`src/rtl/spi_shift_ctrl.sv`:
```
// spi_shift_ctrl
// Shift-register controller for an SPI mode-0 master. It produces SCLK and
// a one-cycle launch strobe for the downstream MOSI serializer, and shifts
// MISO into the same register that holds the outgoing word.
//
// Build option: define SPI_SHIFT_RX_EN to enable the receive path. Without
// it, zeros are shifted in instead of MISO, rx_data stays 0 and the timing
// is identical.

module spi_shift_ctrl #(
    parameter int DIV_WIDTH = 8
) (
    input  logic                 pclk,
    input  logic                 presetn,
    input  logic                 go,
    input  logic                 lsb,
    input  logic [2:0]           char_len,
    input  logic [DIV_WIDTH-1:0] divider,
    input  logic [7:0]           tx_data,
    input  logic                 miso_pad_i,
    output logic [7:0]           trx,
    output logic                 transfer_en,
    output logic                 sclk_pad_o,
    output logic                 busy,
    output logic                 done,
    output logic [7:0]           rx_data
);

    // LAUNCH strobes the serializer, LOW and HIGH are the two SCLK phases
    typedef enum logic [1:0] {
        IDLE   = 2'd0,
        LAUNCH = 2'd1,
        LOW    = 2'd2,
        HIGH   = 2'd3
    } state_t;

    state_t                 r_state;
    state_t                 w_nextState;

    // Settings captured when a transfer is accepted
    logic                   r_lsb;
    logic [3:0]             r_bitLen;
    logic [DIV_WIDTH-1:0]   r_divider;

    // Transfer progress
    logic [DIV_WIDTH-1:0]   r_divCnt;
    logic [3:0]             r_bitCnt;
    logic [7:0]             r_trx;
    logic                   r_done;

    logic                   w_accept;
    logic                   w_divDone;
    logic                   w_lowExit;
    logic                   w_highExit;
    logic                   w_misoBit;
    logic [3:0]             w_charLenN;
    logic [DIV_WIDTH-1:0]   w_divCntInc;
    logic [7:0]             w_mask;
    logic [7:0]             w_shiftUp;
    logic [7:0]             w_shiftDn;
    logic [7:0]             w_shifted;

    // A char_len of 0 stands for a full 8-bit word
    assign w_charLenN  = (char_len == 3'd0) ? 4'd8 : {1'b0, char_len};

    // A new transfer can only start from IDLE; go while busy is dropped
    assign w_accept    = (r_state == IDLE) && go;

    // Each SCLK phase lasts divider+1 cycles, counted from 0 up to divider
    assign w_divDone   = (r_divCnt == r_divider);
    assign w_lowExit   = (r_state == LOW)  && w_divDone;
    assign w_highExit  = (r_state == HIGH) && w_divDone;
    assign w_divCntInc = r_divCnt + {{(DIV_WIDTH-1){1'b0}}, 1'b1};

`ifdef SPI_SHIFT_RX_EN
    assign w_misoBit = miso_pad_i;
`else
    logic w_unusedMiso;
    assign w_unusedMiso = miso_pad_i;
    assign w_misoBit    = 1'b0;
`endif

    // Active-bit mask: bits below the captured word length take part in the shift
    always_comb begin
        w_mask = 8'h00;
        for (int k = 0; k < 8; k++) begin
            w_mask[k] = (4'(k) < r_bitLen);
        end
    end

    // Both shift directions are built as plain vectors so no index leaves 0..7
    assign w_shiftUp = {r_trx[6:0], w_misoBit};
    assign w_shiftDn = {1'b0, r_trx[7:1]};

    // Sample-edge shift: MSB-first enters at bit 0, LSB-first enters at bit N-1
    always_comb begin
        w_shifted = r_trx;
        for (int k = 0; k < 8; k++) begin
            if (w_mask[k]) begin
                if (r_lsb) begin
                    w_shifted[k] = (4'(k) == (r_bitLen - 4'd1)) ? w_misoBit : w_shiftDn[k];
                end else begin
                    w_shifted[k] = w_shiftUp[k];
                end
            end
        end
    end

    // State register
    always_ff @(posedge pclk or negedge presetn) begin
        if (!presetn) begin
            r_state <= IDLE;
        end else begin
            r_state <= w_nextState;
        end
    end

    // Next-state logic: one launch cycle, then a low and a high phase per bit
    always_comb begin
        w_nextState = r_state;
        case (r_state)
            IDLE: begin
                if (go) begin
                    w_nextState = LAUNCH;
                end
            end
            LAUNCH: begin
                w_nextState = LOW;
            end
            LOW: begin
                if (w_divDone) begin
                    w_nextState = HIGH;
                end
            end
            HIGH: begin
                if (w_divDone) begin
                    w_nextState = (r_bitCnt != 4'd0) ? LAUNCH : IDLE;
                end
            end
            default: begin
                w_nextState = IDLE;
            end
        endcase
    end

    // Outputs decoded straight from the state so reset clears them at once
    always_comb begin
        transfer_en = 1'b0;
        sclk_pad_o  = 1'b0;
        busy        = 1'b0;
        case (r_state)
            LAUNCH: begin
                transfer_en = 1'b1;
                busy        = 1'b1;
            end
            LOW: begin
                busy        = 1'b1;
            end
            HIGH: begin
                sclk_pad_o  = 1'b1;
                busy        = 1'b1;
            end
            default: begin
                transfer_en = 1'b0;
            end
        endcase
    end

    // Capture transfer settings only on an accepted go, so later input changes are ignored
    always_ff @(posedge pclk or negedge presetn) begin
        if (!presetn) begin
            r_lsb     <= 1'b0;
            r_bitLen  <= 4'd0;
            r_divider <= '0;
        end else if (w_accept) begin
            r_lsb     <= lsb;
            r_bitLen  <= w_charLenN;
            r_divider <= divider;
        end
    end

    // Phase counter restarts on every state change, so it never has to wrap on its own
    always_ff @(posedge pclk or negedge presetn) begin
        if (!presetn) begin
            r_divCnt <= '0;
        end else if (w_nextState != r_state) begin
            r_divCnt <= '0;
        end else if ((r_state == LOW) || (r_state == HIGH)) begin
            r_divCnt <= w_divCntInc;
        end
    end

    // Remaining-bit counter: loaded with N on accept, decremented on each sample
    always_ff @(posedge pclk or negedge presetn) begin
        if (!presetn) begin
            r_bitCnt <= 4'd0;
        end else if (w_accept) begin
            r_bitCnt <= w_charLenN;
        end else if (w_lowExit) begin
            r_bitCnt <= r_bitCnt - 4'd1;
        end
    end

    // Shift register: loaded with the transmit word, shifted on each rising SCLK
    always_ff @(posedge pclk or negedge presetn) begin
        if (!presetn) begin
            r_trx <= 8'h00;
        end else if (w_accept) begin
            r_trx <= tx_data;
        end else if (w_lowExit) begin
            r_trx <= w_shifted;
        end
    end

    // Completion pulse on the final falling SCLK edge
    always_ff @(posedge pclk or negedge presetn) begin
        if (!presetn) begin
            r_done <= 1'b0;
        end else begin
            r_done <= w_highExit && (r_bitCnt == 4'd0);
        end
    end

`ifdef SPI_SHIFT_RX_EN
    logic [7:0] r_rxData;

    // Received word is published at completion with the unused upper bits cleared
    always_ff @(posedge pclk or negedge presetn) begin
        if (!presetn) begin
            r_rxData <= 8'h00;
        end else if (w_highExit && (r_bitCnt == 4'd0)) begin
            r_rxData <= r_trx & w_mask;
        end
    end

    assign rx_data = r_rxData;
`else
    assign rx_data = 8'h00;
`endif

    assign trx  = r_trx;
    assign done = r_done;

endmodule

```
`config.mk`:
```
export PLATFORM = sky130hd
export DESIGN_NAME = spi_shift_ctrl
export DESIGN_NICKNAME = d
export VERILOG_FILES = /design/src/rtl/spi_shift_ctrl.sv
export SDC_FILE = /design/constraint.sdc
export NUM_CORES = 1
export LEC_CHECK = 0
export ABC_AREA = 0
export CORE_UTILIZATION = 40
export CTS_CLUSTER_SIZE = 28
export DETAILED_ROUTE_END_ITERATION = 7
export GPL_TIMING_DRIVEN = 1
export PLACE_DENSITY = 0.68
export SYNTH_ARGS = -nofsm -noshare
export SYNTH_HDL_FRONTEND = slang
export SYNTH_SLANG_ARGS = --single-unit
```
`constraint.sdc`:
```
create_clock -name pclk -period 2 [get_ports pclk]
set_input_delay 0.6 -clock pclk [delete_from_list [all_inputs] [get_ports pclk]]
set_output_delay 0.6 -clock pclk [all_outputs]
set_load 0.02 [all_outputs]
```
Yosys cells after proc, flatten, opt, wreduce, memory -nomap -nowiden:

Index checks and enable logic that the tools add are counted.
W data, S select, Z words.

* bitwise gates (word level): 0
* add/sub/neg operators: 3
* shift-type cells: 0
* div/mod/pow operators: 0
* reduce and logical (&&, ||, !) cells: 29
* equality and inequality tests: 11
* mux-type cells: 38
* multipliers: 0
* $lt $le $gt $ge: 8

Operator list (number)
* $mux W8: 4
* $mux W1: 27
* $reduce_bool A2 Y1: 10
* $lt A3 B4 Y1 const A: 4
* $reduce_and A2 Y1: 8
* $eq A3 B4 Y1 const A: 3
* $mux W4: 3
* $add A8 B1 Y8 const B: 1
* $eq A2 B4 Y1 const A: 2
* $eq A8 B8 Y1: 1
* $logic_not A4 Y1: 2
* $lt A1 B4 Y1 const A: 2
* $lt A2 B4 Y1 const A: 2
* $pmux W2 S4: 1
* $sub A4 B1 Y4 const B: 2
* $mux W2: 3
* $eq A1 B4 Y1 const A: 1
* $eq A2 B2 Y1 const B: 2
* $logic_and A1 B1 Y1: 4
* $reduce_bool A4 Y1: 1
* $logic_not A3 Y1: 1
* $reduce_or A3 Y1: 1
* $eq A2 B1 Y1 const B: 1
* $logic_not A2 Y1: 1
* 2 further kinds: 2

* memory bits (read-only): 0
* word-level logic and storage cells: 104
* memories kept: 0
* output and inout port bits: 20
* bits in latches: 0
* flip-flop bits (word level): 36
* RAM bits: 0

Longest topological paths before layout:

* word-level depth: 7
* depth in mapped cells: 6
* gate-level depth less buffers: 5

Worst setup path before layout:

Ideal clock, no wire load.

* kind: flip-flop to flip-flop
* start: register r_divCnt[3]
* end: register r_trx[1], in the netlist trx[1]
* data arrival time: 1.803 ns
* required time: 1.879 ns
* library setup time: 0.121 ns
* cell stages (with the launch flop): 6
* path slack: 0.076 ns
* period minus slack after synthesis: 1.924 ns
* path buffers: 0
* path through: dfrtp_1 xor2_1 nor4_4 nand3_4 o41a_1 a22o_1

* word-level cells in the longest chain between the ends: 4

RTL lines
* from (decl): RTL line 46 `logic [DIV_WIDTH-1:0] r_divCnt;`
* from (signal assigned): RTL line 189 `r_divCnt <= w_divCntInc;`
* $eq A8 B8 Y1: RTL line 70 `assign w_divDone = (r_divCnt == r_divider);`
* $logic_and A1 B1 Y1: RTL line 71 `assign w_lowExit = (r_state == LOW) && w_divDone;`
* $reduce_bool A2 Y1 (no source line)
* $reduce_and A2 Y1 (no source line)
* to (signal assigned): RTL line 209 `r_trx <= tx_data;`
* to (signal assigned): RTL line 211 `r_trx <= w_shifted;`
* to (decl): RTL line 48 `logic [7:0] r_trx;`

Every way passes these cells.
A chain may end at the register's enable or synchronous reset.

Final worst setup path:

Ends and elaborated chain as after synthesis.

==> flow_summary.ini <==
[clocking]
numClockSinks = 36
clock_insertion_delay_worst_skew_ns = 0.28
clock_path_buffers = 2
cts_root_buffer = clkbuf_8
htreeDepth = 2
cts_resized = 4
cts_made_buffers = 5
holdBufCountCts = 0
postCtsSetupRepairBufs = 0
cts_tree = built
clk_pin_slew_ns = 0.07

[layout]
fillers = 466
seqCellArea_um2 = 902.1
synthToLayoutAreaGrowth_pct = 28.38
final_util_pct = 54.29
finalNetCount = 302
drive_above_1_share_pct = 11.91
multi_input_area_um2 = 1017
n_antenna_cell = 0

[synth]
synth_top_area_share_pct = 44.23
synthFlopType = dfrtp_1
yosys.cell_count.top_type = nand2_1
postSynthCellCount = 232
synth_area_um2 = 2037
synth_top_cells_by_count = 48 x nand2_1, 36 x dfrtp_1, 19 x nor2_1
synth_seq_area_share_pct = 44.23
ys_ff_latch = 36
yosysTopAreaCell = dfrtp_1
async_flop_share_pct = 100.0
ys_types = 42
synth-edff-count = 0
synthTopCellsByArea = dfrtp_1 44%, nand2_1 8.8%, xor2_1 6.0%
synth-warning-count = 0
postSynthAreaPerCell_um2 = 8.780

[power]
peakVddDrop_v = 0.0008202
p_leak_nw = 1.182
power.density_nw_per_um2 = 1388

[global_routing]
overflow = 0
antenna_found_initial = 0
grt_max_degree = 37
grt_pass1_wl_um = 7576
grt_pass1_vias = 1579
grt_use_total_pct = 18.70

[route]
drc = 0
via_per_inst = 5.087
wl_per_cell_um = 13.07
drt_pass1_iterations = 4
top_layer = met4
ant_nets = 0
routed-wl-met2_um = 2073
drt_wl_total_um = 4497
drtIter0Drc = 113
wl_met3_um = 238
met1_length_um = 2122
vias = 1750

[critical_path]
timing.critical_path.buf_inv = 0
slowest_delay_ns = 0.46
regToRegStartpoint = r_divCnt[3]$_DFFE_PN0P_
ff2ff_path_depth = 5
worst_ep_arrival_time_ns = 2.11
cp-end-kind = flip-flop
crit_chain = xor2_1, nor4_4, nand3_4, o41a_1, a22o_1
crit_family = compound AO/OA/AOI/OAI gates
crit_type = reg -> reg
start_kind = flip-flop
critPathSlowestCell = o41a_1
cp_max_fo = 10
worst-r2r-setup-slack_ns = 0.07
r2r-end = trx[1]$_DFFE_PN0P_
critPathRequiredTime_ns = 2.18

[hold_path]
whs_path_depth = 2
hold_class = reg -> reg
min_from = r_divider[2]$_DFFE_PN0P_
hold_end = r_divider[2]$_DFFE_PN0P_

[job]
drv_cap = 0

[placement]
port_buffers = 34
dp_hpwl_um = 3286
routabilityCongestion = 0.7768

[floorplanning]
ios = 44
die-width_um = 73.36
core_um2 = 4817
die_h_um = 73.36
dieArea_um2 = 5382
rows = 25
start_util_pct = 42.29

[sta]
rsz0062_at_grt = no
setup_violations = 0
period_share_pct = 96.67
post-route-min-period_ns = 1.933
fin_tns_setup_ns = 0
fin_skew_ns = 0.005698
slew_violations = 0
max_freq_mhz = 517.2
hold_viol = 0

[outcome]
status = completed
-- flip-flops by register name, indices dropped and copies added, names as in the netlist --
register / flops
r_lsb: 1
trx: 8
done: 1
r_bitCnt: 4
r_state: 2
r_divider: 8
r_bitLen: 4
r_divCnt: 8
-- power by group --
part / switching [mW] / total (mW) / internal (mW) / leakage (nW)
clock: 0.257 / 0.538 / 0.281 / 0.0455
combinational: 0.861 / 1.62 / 0.758 / 0.695
sequential: 0.416 / 1.47 / 1.05 / 0.441
total: 1.53 / 3.63 / 2.09 / 1.18
-- routing by layer --
layer / vias to the layer above / global-route usage [%]
met5: - / 0
met4: 0 / 6.410
met3: 6 / 4.115
met2: 50 / 27.67
met1: 829 / 27.01
li1: 865 / -
-- per-stage QoR --
| stage | cells | worst slack (ns) | cell area, µm² | power [mW] | hold slack [ns] |
|---|---|---|---|---|---|
| after CTS | 344 | 0.04064 | 2609 | 3.632 | 0.5031 |
| after detailed placement | 336 | -0.2100 | 2521 | 3.093 | 0.4858 |
| final | 344 | 0.06667 | 2615 | 3.628 | 0.4984 |
| after global routing | 344 | 0.006312 | 2615 | 3.908 | 0.5513 |
| after global placement | 336 | -0.2146 | 2521 | 3.048 | 0.4856 |
| after floorplan | 239 | 0.07630 | 2063 | 2.524 | 0.3044 |
-- worst register-to-register path: stages (launching register included) --
cell and delay (ns):
dfrtp_1 0.42, xor2_1 0.21, nor4_4 0.36, nand3_4 0.18, o41a_1 0.46, a22o_1 0.20
-- cell families after synthesis --
logic type | Yosys count | synth area share (%)
other | 1 | 0.1841
xor gates and xnor gates | 16 | 6.880
DFF | 36 | 44.23
adders and majority gates | 2 | 1.228
buffers and inverters | 32 | 7.433
and+or+nand+nor | 95 | 22.54
muxes | 5 | 2.580
AOI/OAI and AO/OA | 45 | 14.93
-- cells in the final DEF (no fill, tap or decap), types with 2 or more instances in the layout --
| cell | n |
|---|---|
| a21oi_1 | 8 |
| nand4_1 | 6 |
| nor2_1 | 19 |
| dfrtp_1 | 35 |
| a31oi_1 | 5 |
| o31ai_1 | 2 |
| nand3_1 | 5 |
| clkdlybuf4s50_1 | 31 |
| clkbuf_8 | 6 |
| mux2_2 | 2 |
| nor4_4 | 2 |
| inv_1 | 10 |
| and3_1 | 3 |
| o21ai_0 | 9 |
| a211oi_1 | 2 |
| a2111oi_0 | 2 |
| buf_4 | 17 |
| o22ai_1 | 3 |
| nor2b_1 | 5 |
| xor2_1 | 14 |
| clkbuf_1 | 2 |
| mux2i_1 | 3 |
| conb_1 | 8 |
| nor3_1 | 4 |
| dlygate4sd2_1 | 3 |
| ha_1 | 2 |
| xnor2_1 | 2 |
| nand2_1 | 48 |
-- how the worst max path moves through the flow --
stage                                  from                       to  slack (ns)  cells after the start
global placement                         go  r_bitCnt[1]$_DFFE_PN0P_       -0.21                      5
floorplan           r_divCnt[3]$_DFFE_PN0P_       trx[1]$_DFFE_PN0P_        0.08                      5
CTS                 r_divCnt[3]$_DFFE_PN0P_       trx[1]$_DFFE_PN0P_        0.04                      5
detailed placement                       go  r_bitLen[2]$_DFFE_PN0P_       -0.21                      5
finish              r_divCnt[3]$_DFFE_PN0P_       trx[1]$_DFFE_PN0P_        0.07                      5
global route        r_divCnt[3]$_DFFE_PN0P_       trx[1]$_DFFE_PN0P_       0.006                      5
-- final cells by class --
type	instances	share of cell area (%)
clock buffer	8	3.445
inverter	10	1.435
multi-input combinational	171	38.90
sequential	36	34.50
tap	67	3.206
timing repair buffer	52	18.52
No activity file was read; power rests on OpenSTA's default activity.
